### src/rtl/mer_pkg.sv
// Shared types and widths for the MER measurement controller.
package mer_pkg;

  localparam int PHASE_W = 4;
  localparam int SQERR_W = 39;
  localparam int SAMP_W  = 18;

  typedef enum logic [1:0] {
    ST_IDLE   = 2'd0,
    ST_CLEAR  = 2'd1,
    ST_ACCUM  = 2'd2,
    ST_SETTLE = 2'd3
  } mer_state_e;

  // One captured set of accumulator / mapper-power readings.
  typedef struct packed {
    logic signed [SQERR_W-1:0] sq_i;
    logic signed [SQERR_W-1:0] sq_q;
    logic signed [SAMP_W-1:0]  mp_i;
    logic signed [SAMP_W-1:0]  mp_q;
  } mer_data_t;

endpackage

### src/rtl/sym_phase_gen.sv
// Free-running 16-phase counter producing the sample and symbol enables.
// The counter is cleared by reset and held at 0 while run_i is low.
module sym_phase_gen
  import mer_pkg::*;
(
  input  logic clk,
  input  logic reset,
  input  logic run_i,
  output logic clk_smp_o,
  output logic clk_sym_o
);

  logic [PHASE_W-1:0] phase_q, phase_d;

  // Next phase: count while running, otherwise park at 0.
  always_comb begin
    phase_d = '0;
    if (run_i) phase_d = phase_q + PHASE_W'(1);
  end

  // Phase register.
  always_ff @(posedge clk) begin
    if (reset) phase_q <= '0;
    else       phase_q <= phase_d;
  end

  assign clk_smp_o = run_i && (phase_q[1:0] == 2'b11);
  assign clk_sym_o = run_i && (phase_q == {PHASE_W{1'b1}});

endmodule

### src/rtl/mer_meas_ctrl.sv
// MER measurement sequencer: clears the downstream accumulators, counts one
// window of 2^WIN_LOG2 symbols (and their slicer errors), lets the pipeline
// settle, then captures the accumulator outputs into a valid/ready result.
//
//   state  | meaning
//   IDLE   | stopped, phase parked at 0, no enables
//   CLEAR  | clear_accum high for one full 16-phase symbol period
//   ACCUM  | counting symbols and symbol errors of the window
//   SETTLE | SETTLE_CYC clocks; the last one captures the results
module mer_meas_ctrl
  import mer_pkg::*;
#(
  parameter int WIN_LOG2   = 20,
  parameter int SETTLE_CYC = 2
)
(
  input  logic                      clk,
  input  logic                      reset,
  input  logic                      enable,
  input  logic                      sym_error_i,
  input  logic                      sym_error_q,
  input  logic signed [SQERR_W-1:0] sq_err_i,
  input  logic signed [SQERR_W-1:0] sq_err_q,
  input  logic signed [SAMP_W-1:0]  map_power_i,
  input  logic signed [SAMP_W-1:0]  map_power_q,
  output logic                      clk_smp,
  output logic                      clk_sym,
  output logic                      clear_accum,
  output logic                      res_valid,
  input  logic                      res_ready,
  output logic signed [SQERR_W-1:0] res_sq_err_i,
  output logic signed [SQERR_W-1:0] res_sq_err_q,
  output logic signed [SAMP_W-1:0]  res_map_power_i,
  output logic signed [SAMP_W-1:0]  res_map_power_q,
  output logic [WIN_LOG2:0]         res_sym_err_cnt,
  output logic                      overrun
);

  localparam int CNT_W = WIN_LOG2 + 1;
  localparam logic [CNT_W-1:0] WIN_SYMS   = CNT_W'(1) << WIN_LOG2;
  localparam logic [3:0]       SETTLE_LD  = 4'(SETTLE_CYC - 1);

  mer_state_e       state_q, state_d;
  logic [CNT_W-1:0] sym_cnt_q, sym_cnt_d;
  logic [CNT_W-1:0] err_cnt_q, err_cnt_d;
  logic [3:0]       settle_q, settle_d;
  mer_data_t        res_q, res_d;
  logic [CNT_W-1:0] res_cnt_q, res_cnt_d;
  logic             valid_q, valid_d;
  logic             ovr_q, ovr_d;
  logic             capture;
  logic             phase_restart;
  logic             win_done;

  // Phase must start at 0 in every CLEAR and read 0 throughout IDLE, so it
  // is restarted on any transition into those two states.
  assign phase_restart = (state_d != state_q) &&
                         ((state_d == ST_IDLE) || (state_d == ST_CLEAR));

  sym_phase_gen u_phase (
    .clk       (clk),
    .reset     (reset | phase_restart),
    .run_i     (state_q != ST_IDLE),
    .clk_smp_o (clk_smp),
    .clk_sym_o (clk_sym)
  );

  assign win_done = clk_sym && (sym_cnt_q + CNT_W'(1) == WIN_SYMS);
  assign capture  = (state_q == ST_SETTLE) && (settle_q == 4'd0);

  // Next-state logic; dropping enable aborts CLEAR/ACCUM but not SETTLE.
  always_comb begin
    state_d = state_q;
    case (state_q)
      ST_IDLE:   if (enable) state_d = ST_CLEAR;
      ST_CLEAR:  if (!enable) state_d = ST_IDLE;
                 else if (clk_sym) state_d = ST_ACCUM;
      ST_ACCUM:  if (!enable) state_d = ST_IDLE;
                 else if (win_done) state_d = ST_SETTLE;
      ST_SETTLE: if (capture) state_d = enable ? ST_CLEAR : ST_IDLE;
      default:   state_d = ST_IDLE;
    endcase
  end

  // Symbol/error counters and the settle down-counter.
  always_comb begin
    sym_cnt_d = sym_cnt_q;
    err_cnt_d = err_cnt_q;
    settle_d  = settle_q;
    if (state_q == ST_CLEAR) begin
      sym_cnt_d = '0;
      err_cnt_d = '0;
    end else if ((state_q == ST_ACCUM) && clk_sym) begin
      sym_cnt_d = sym_cnt_q + CNT_W'(1);
      err_cnt_d = err_cnt_q + {{WIN_LOG2{1'b0}}, (sym_error_i | sym_error_q)};
    end
    if ((state_d == ST_SETTLE) && (state_q != ST_SETTLE)) settle_d = SETTLE_LD;
    else if ((state_q == ST_SETTLE) && (settle_q != 4'd0)) settle_d = settle_q - 4'd1;
  end

  // Result capture and valid/ready/overrun handshake.
  always_comb begin
    res_d     = res_q;
    res_cnt_d = res_cnt_q;
    valid_d   = valid_q;
    ovr_d     = ovr_q;
    if (capture) begin
      res_d.sq_i = sq_err_i;
      res_d.sq_q = sq_err_q;
      res_d.mp_i = map_power_i;
      res_d.mp_q = map_power_q;
      res_cnt_d  = err_cnt_q;
      valid_d    = 1'b1;
      if (valid_q && !res_ready) ovr_d = 1'b1;
    end else if (valid_q && res_ready) begin
      valid_d = 1'b0;
    end
  end

  // All state registers; reset overrides any capture in the same clock.
  always_ff @(posedge clk) begin
    if (reset) begin
      state_q   <= ST_IDLE;
      sym_cnt_q <= '0;
      err_cnt_q <= '0;
      settle_q  <= '0;
      res_q     <= '0;
      res_cnt_q <= '0;
      valid_q   <= 1'b0;
      ovr_q     <= 1'b0;
    end else begin
      state_q   <= state_d;
      sym_cnt_q <= sym_cnt_d;
      err_cnt_q <= err_cnt_d;
      settle_q  <= settle_d;
      res_q     <= res_d;
      res_cnt_q <= res_cnt_d;
      valid_q   <= valid_d;
      ovr_q     <= ovr_d;
    end
  end

  assign clear_accum     = (state_q == ST_CLEAR);
  assign res_valid       = valid_q;
  assign overrun         = ovr_q;
  assign res_sq_err_i    = res_q.sq_i;
  assign res_sq_err_q    = res_q.sq_q;
  assign res_map_power_i = res_q.mp_i;
  assign res_map_power_q = res_q.mp_q;
  assign res_sym_err_cnt = res_cnt_q;

endmodule

### config.mk
export PLATFORM = sky130hd
export DESIGN_NAME = mer_meas_ctrl
export DESIGN_NICKNAME = d
export VERILOG_FILES = /design/src/rtl/mer_pkg.sv /design/src/rtl/sym_phase_gen.sv /design/src/rtl/mer_meas_ctrl.sv
export SDC_FILE = /design/constraint.sdc
export NUM_CORES = 1
export LEC_CHECK = 0
export CORE_MARGIN = 8
export CORE_UTILIZATION = 45
export DETAILED_ROUTE_END_ITERATION = 7
export PLACE_DENSITY = 0.82
export SYNTH_ARGS = -nofsm -noshare
export SYNTH_HDL_FRONTEND = slang
export SYNTH_SLANG_ARGS = --single-unit
### constraint.sdc
create_clock -name clk -period 2.7 [get_ports clk]
set_clock_uncertainty 0.15 [all_clocks]
set_input_delay 0.54 -clock clk [delete_from_list [all_inputs] [get_ports clk]]
set_output_delay 0.54 -clock clk [all_outputs]
set_load 0.1 [all_outputs]
## After elaboration in Yosys (flattened, before gate mapping)

Cells that the tools add are included.

| word-level totals | value |
|---|---|
| register bits after elaboration | 189 |
| latch bits | 0 |
| bits in writable memories | 0 |
| ROM bits | 0 |
| bits of input ports | 120 |
| output and inout port bits | 140 |
| word-level logic and storage cells | 65 |
| memories | 0 |

| cells by class | value |
|---|---|
| add/subtract/negate cells | 4 |
| $mul | 0 |
| divide/modulo/power cells | 0 |
| $lt $le $gt $ge | 0 |
| equality and inequality tests | 10 |
| shift-type cells | 0 |
| mux-type cells | 12 |
| bitwise gates (word level) | 3 |
| reduce and logical (&&, ||, !) cells | 23 |

Operator list:

| cell | count |
|---|---|
| $add A21 B1 Y21 | 1 |
| $add A21 B1 Y21 const B | 1 |
| $eq A21 B21 Y1 const B | 1 |
| $mux W2 | 6 |
| $logic_and A1 B1 Y1 | 10 |
| $eq A2 B2 Y1 const B | 4 |
| $pmux W2 S4 | 1 |
| $reduce_bool A2 Y1 | 3 |
| $reduce_or A2 Y1 | 3 |
| $mux W1 | 5 |
| $add A4 B1 Y4 const B | 1 |
| $eq A2 B1 Y1 const B | 2 |
| $eq A4 B4 Y1 const B | 1 |
| $logic_not A2 Y1 | 2 |
| $logic_not A4 Y1 | 1 |
| $reduce_bool A4 Y1 | 1 |
| $sub A4 B1 Y4 const B | 1 |
| $ne A2 B2 Y1 | 1 |
| $ne A2 B2 Y1 const B | 1 |
| $or A1 B1 Y1 | 2 |
| $reduce_and A2 Y1 | 1 |
| $logic_not A1 Y1 | 1 |
| $logic_or A1 B1 Y1 | 1 |
| $not A1 Y1 | 1 |

## Longest topological paths before layout

| logic depth | value |
|---|---|
| depth in word-level cells | 11 |
| depth in mapped cells | 9 |
| mapped depth without buffers | 7 |

## By module

Synthesis repeated with hierarchy kept, for this count alone.

| second synthesis, totals | value |
|---|---|
| cells, all modules | 929 |
| area, all modules | 7417.1 um2 |

Modules (own cells, without submodules):

| module | instances | cells each | area an instance (um2) |
|---|---|---|---|
| mer_meas_ctrl | 1 | 912 | 7248.2 |
| sym_phase_gen | 1 | 17 | 168.9 |

## Least setup slack after synthesis

Ideal clock, no wire load.

| timing | value |
|---|---|
| path type | register to register |
| start point | reg state_q[0] |
| end point | reg err_cnt_q[20] |
| library setup time | 0.128 ns |
| data arrival time | 2.605 ns |
| slack | -0.183 ns |
| stages on the path, launching flop included | 6 |
| path buffers | 2 |
| clock period less this slack | 2.883 ns |
| path through | dfxtp_1 > nor2b_1 > or2_2 > clkbuf_1 > clkbuf_1 > nor2_1 |

| on the way | value |
|---|---|
| elaborated cells on any way between the ends | 6 |
| those cells by class | eq/ne: 2; reduce/logical: 4 |

RTL lines:

| element | RTL line | text |
|---|---|---|
| from (decl) | mer_meas_ctrl.sv:43 | `mer_state_e state_q, state_d;` |
| from (signal assigned) | mer_meas_ctrl.sv:132 | `state_q <= state_d;` |
| $eq A2 B1 Y1 | - |  |
| via clear_accum | mer_meas_ctrl.sv:28 | `output logic clear_accum,` |
| $reduce_or A2 Y1 (no source line) | - |  |
| to (signal assigned) | mer_meas_ctrl.sv:134 | `err_cnt_q <= err_cnt_d;` |
| to (decl) | mer_meas_ctrl.sv:45 | `logic [CNT_W-1:0] err_cnt_q, err_cnt_d;` |

The timed path passes the listed nets, and every way through them passes these cells.
A chain may end at the register's enable or synchronous reset.

## Worst setup path in the final report

| timing | value |
|---|---|
| start point | reg sym_cnt_q[1] |
| end point | reg state_q[0] |

| on the way | value |
|---|---|
| cells in the longest elaborated chain, start to end | 6 |

Ends and longest elaborated chain:

| element | RTL line | text |
|---|---|---|
| from (decl) | mer_meas_ctrl.sv:44 | `logic [CNT_W-1:0] sym_cnt_q, sym_cnt_d;` |
| from (signal assigned) | mer_meas_ctrl.sv:133 | `sym_cnt_q <= sym_cnt_d;` |
| $add A21 B1 Y21 | mer_meas_ctrl.sv:68 | `assign win_done = clk_sym && (sym_cnt_q + CNT_W'(1) == WIN_SYMS);` |
| $eq A21 B21 Y1 | mer_meas_ctrl.sv:68 |  |
| $logic_and A1 B1 Y1 | mer_meas_ctrl.sv:68 |  |
| $mux W2 | mer_meas_ctrl.sv:79 | `else if (win_done) state_d = ST_SETTLE;` |
| $mux W2 | mer_meas_ctrl.sv:78 | `ST_ACCUM: if (!enable) state_d = ST_IDLE;` |
| $pmux W2 S4 | mer_meas_ctrl.sv:74 | `case (state_q)` |

Every way passes these cells.

==> results.py <==
metrics = {
    "layout": {
        "nets": 1282,
        "fin_area_um2": 10500,
        "layout-drive-gt1-share_pct": 17.9,
        "diodes": 0,
        "syn_to_final_growth_pct": 40.9,
    },
    "timing": {
        "finalSetupTns_ns": 0,
        "tightest_slew_ns": 0.533,
        "fin_ws_ns": 0.153,
        "finalSetupViolations": 0,
        "relSlewSlack_pct": 64.4,
        "rsz0062_at_grt": "false",
        "final-max-slew-violation-count": 0,
        "hold_violations": 0,
        "fin_crit_sh_pct": 94.3,
        "timing.fmax_mhz": 393,
        "holdWs_ns": 0.301,
        "min_period_ns": 2.55,
    },
    "logic_synthesis": {
        "synthCells": 925,
        "ys_types": 46,
        "yosysTopAreaCellShare_pct": 50.9,
        "syn_nets": 1052,
        "ys_seq_area_share_pct": 50.9,
        "yosys-top-cells-area": "dfxtp_1, nand2_1, a21oi_1",
        "synth_area_um2": 7430,
        "yosys_warnings": 0,
        "synthArstFlopShare_pct": 0,
        "synth_edf_count": 0,
        "yosysMostFrequentCell": "nand2_1",
        "synth_common_cells": "nand2_1, dfxtp_1, a21oi_1",
        "avgSynthCellArea_um2": 8.03,
        "yosys_most_used_dff": "dfxtp_1",
        "synth-seq-cells": 189,
        "yosys.area.top_type": "dfxtp_1",
    },
    "placement": {
        "dp_hpwl_um": 15500,
        "placed_cell_area_um2": 9860,
        "post-place-ws_ns": 0.0876,
        "port_buffers": 259,
        "routabilityCongestion": 0.861,
    },
    "floorplanning": {
        "die_h_um": 144,
        "fp-row-count": 47,
        "die_w_um": 144,
        "coreArea_um2": 16300,
        "io_pins": 260,
        "die_area_um2": 20900,
        "start_util_pct": 45.4,
    },
    "detailed_routing": {
        "avgRoutedWirePerCell_um": 15.5,
        "postRouteAntennaNets": 0,
        "viasPerCell": 5.02,
        "drc": 0,
        "drtIter0Drc": 493,
        "dr_total_vias": 6966,
        "dr.pass1.iters": 4,
        "wl_um": 21500,
    },
    "cts": {
        "postCtsSetupBuffers": 0,
        "clk_pin_slew_worst_paths_ns": 0.07,
        "clock_latency_ns": 0.43,
        "clk_path_buf_depth": 2,
        "cts_tree": "built",
        "cts-root-buf": "clkbuf_16",
        "post_cts_resized": 0,
        "hold_buffers": 0,
        "ctsHtreeMaxLevel": 4,
        "clock_sinks": 189,
        "cts_made_buffers": 17,
    },
    "global_route": {
        "antenna_found_initial": 0,
        "grt_usage_pct": 19.9,
        "grt_overflow": 0,
        "grt_max_degree": 114,
        "grt_pass1_vias": 6582,
        "grt_pass1_wl_um": 33000,
    },
    "critical_path": {
        "crit_required_ns": 2.92,
        "critPathBufInv": 0,
        "arrival_ns": 2.77,
        "cpMaxStageDelayCell": "or4_4",
        "path_max_fanout": 7,
        "path_cells": "ha_1 -> and3_2 -> nand4_4 -> or4_4 -> a211oi_2 -> and4_4 -> o221a_4",
        "crit_path_end_kind": "register",
        "crit_family": "simple AND/OR/NAND/NOR gates",
        "path_class": "register to register",
        "startpoint_type": "register",
        "critPathMaxStageDelay_ns": 0.53,
    },
    "worst_hold_path": {
        "hold_path_class": "register to register",
    },
    "run": {
        "drv_cap": 0,
    },
    "status": {
        "outcome": "finished, final reports clean",
    },
    "power": {
        "p_leak_nw": 3.87,
        "vdd_ir_drop_max_mv": 0.482,
        "powerDensity_nw_per_um2": 550,
    },
}
power breakdown:
| part | total [W] | internal (W) | switching, W |
|---|---|---|---|
| clock | 0.00255 | 0.00140 | 0.00114 |
| combinational | 0.000395 | 0.000189 | 0.000206 |
| sequential | 0.00281 | 0.00280 | 0.00000908 |
| total | 0.00575 | 0.00439 | 0.00136 |
worst paths after layout:
path	from	endpoint	slack (ns)	cells after the start
hold / removal	u_phase.phase_q[0]	u_phase.phase_q[0]	0.30	1
setup / recovery	sym_cnt_q[1]	state_q[0]	0.15	7
hold reg to reg	u_phase.phase_q[0]	u_phase.phase_q[0]	0.30	1
setup reg to reg	sym_cnt_q[1]	state_q[0]	0.15	7
placed cells by master, fill, tap and decap left out, types with 6 or more instances in the layout:
cell type	netlist	final
a21oi_1	146	146
nand4_1	12	12
clkbuf_16	0	17
xnor2_1	28	28
xor2_1	21	21
inv_1	9	9
buf_4	1	147
nand3_1	20	19
buf_12	0	6
clkdlybuf4s50_1	0	118
ha_1	7	7
dfxtp_1	189	187
nor3_1	10	10
or2_2	6	6
or3_1	6	6
nor2_1	58	58
o21ai_0	6	6
nand2_1	297	297
registers in the layout, summed over array words and instances (netlist names):
signal,flops
res_valid,1
overrun,1
state_q,2
u_phase.phase_q,4
res_sq_err_q,39
sym_cnt_q,21
res_sym_err_cnt,21
res_sq_err_i,39
settle_q,4
res_map_power_q,18
err_cnt_q,21
res_map_power_i,18
final cells by class:
cell class / instances / area [µm²]
fill: 1388 / 5880
inverter: 9 / 33.8
multi-input combinational: 667 / 3360
sequential: 189 / 3790
tap: 220 / 275
timing repair buffer: 271 / 2400
clock inverter: 14 / 174
clock buffer: 18 / 429
logic make-up (layout without fill, tap and decap cells):
logic type | count (synthesis) | after routing | share of synthesized area (%)
xor+xnor | 49 | 49 | 5.78
simple gates | 442 | 442 | 25.5
mux | 2 | 2 | 0.286
flops | 189 | 189 | 50.9
buf+inv | 69 | 312 | 4.09
compound gates | 167 | 167 | 12.2
fa+ha+maj | 7 | 7 | 1.18
stage by stage:
stage	power [W]	util (%)	cells
final	0.00575	64.0	1388
after global routing	0.00595	64.0	1388
after CTS	0.00581	64.0	1388
after detailed placement	0.00327	60.3	1356
after global placement	0.00327	60.3	1356
after floorplan	0.00305	-	925
per-layer routing:
layer,up-vias,GRT usage (%),wire length [µm]
li1,3504,-,-
met1,3192,23.2,8630
met2,228,33.1,10400
met3,42,6.14,1870
met4,0,8.49,577
met5,-,0,0
Note: power is estimated with default switching activity, not from simulation.
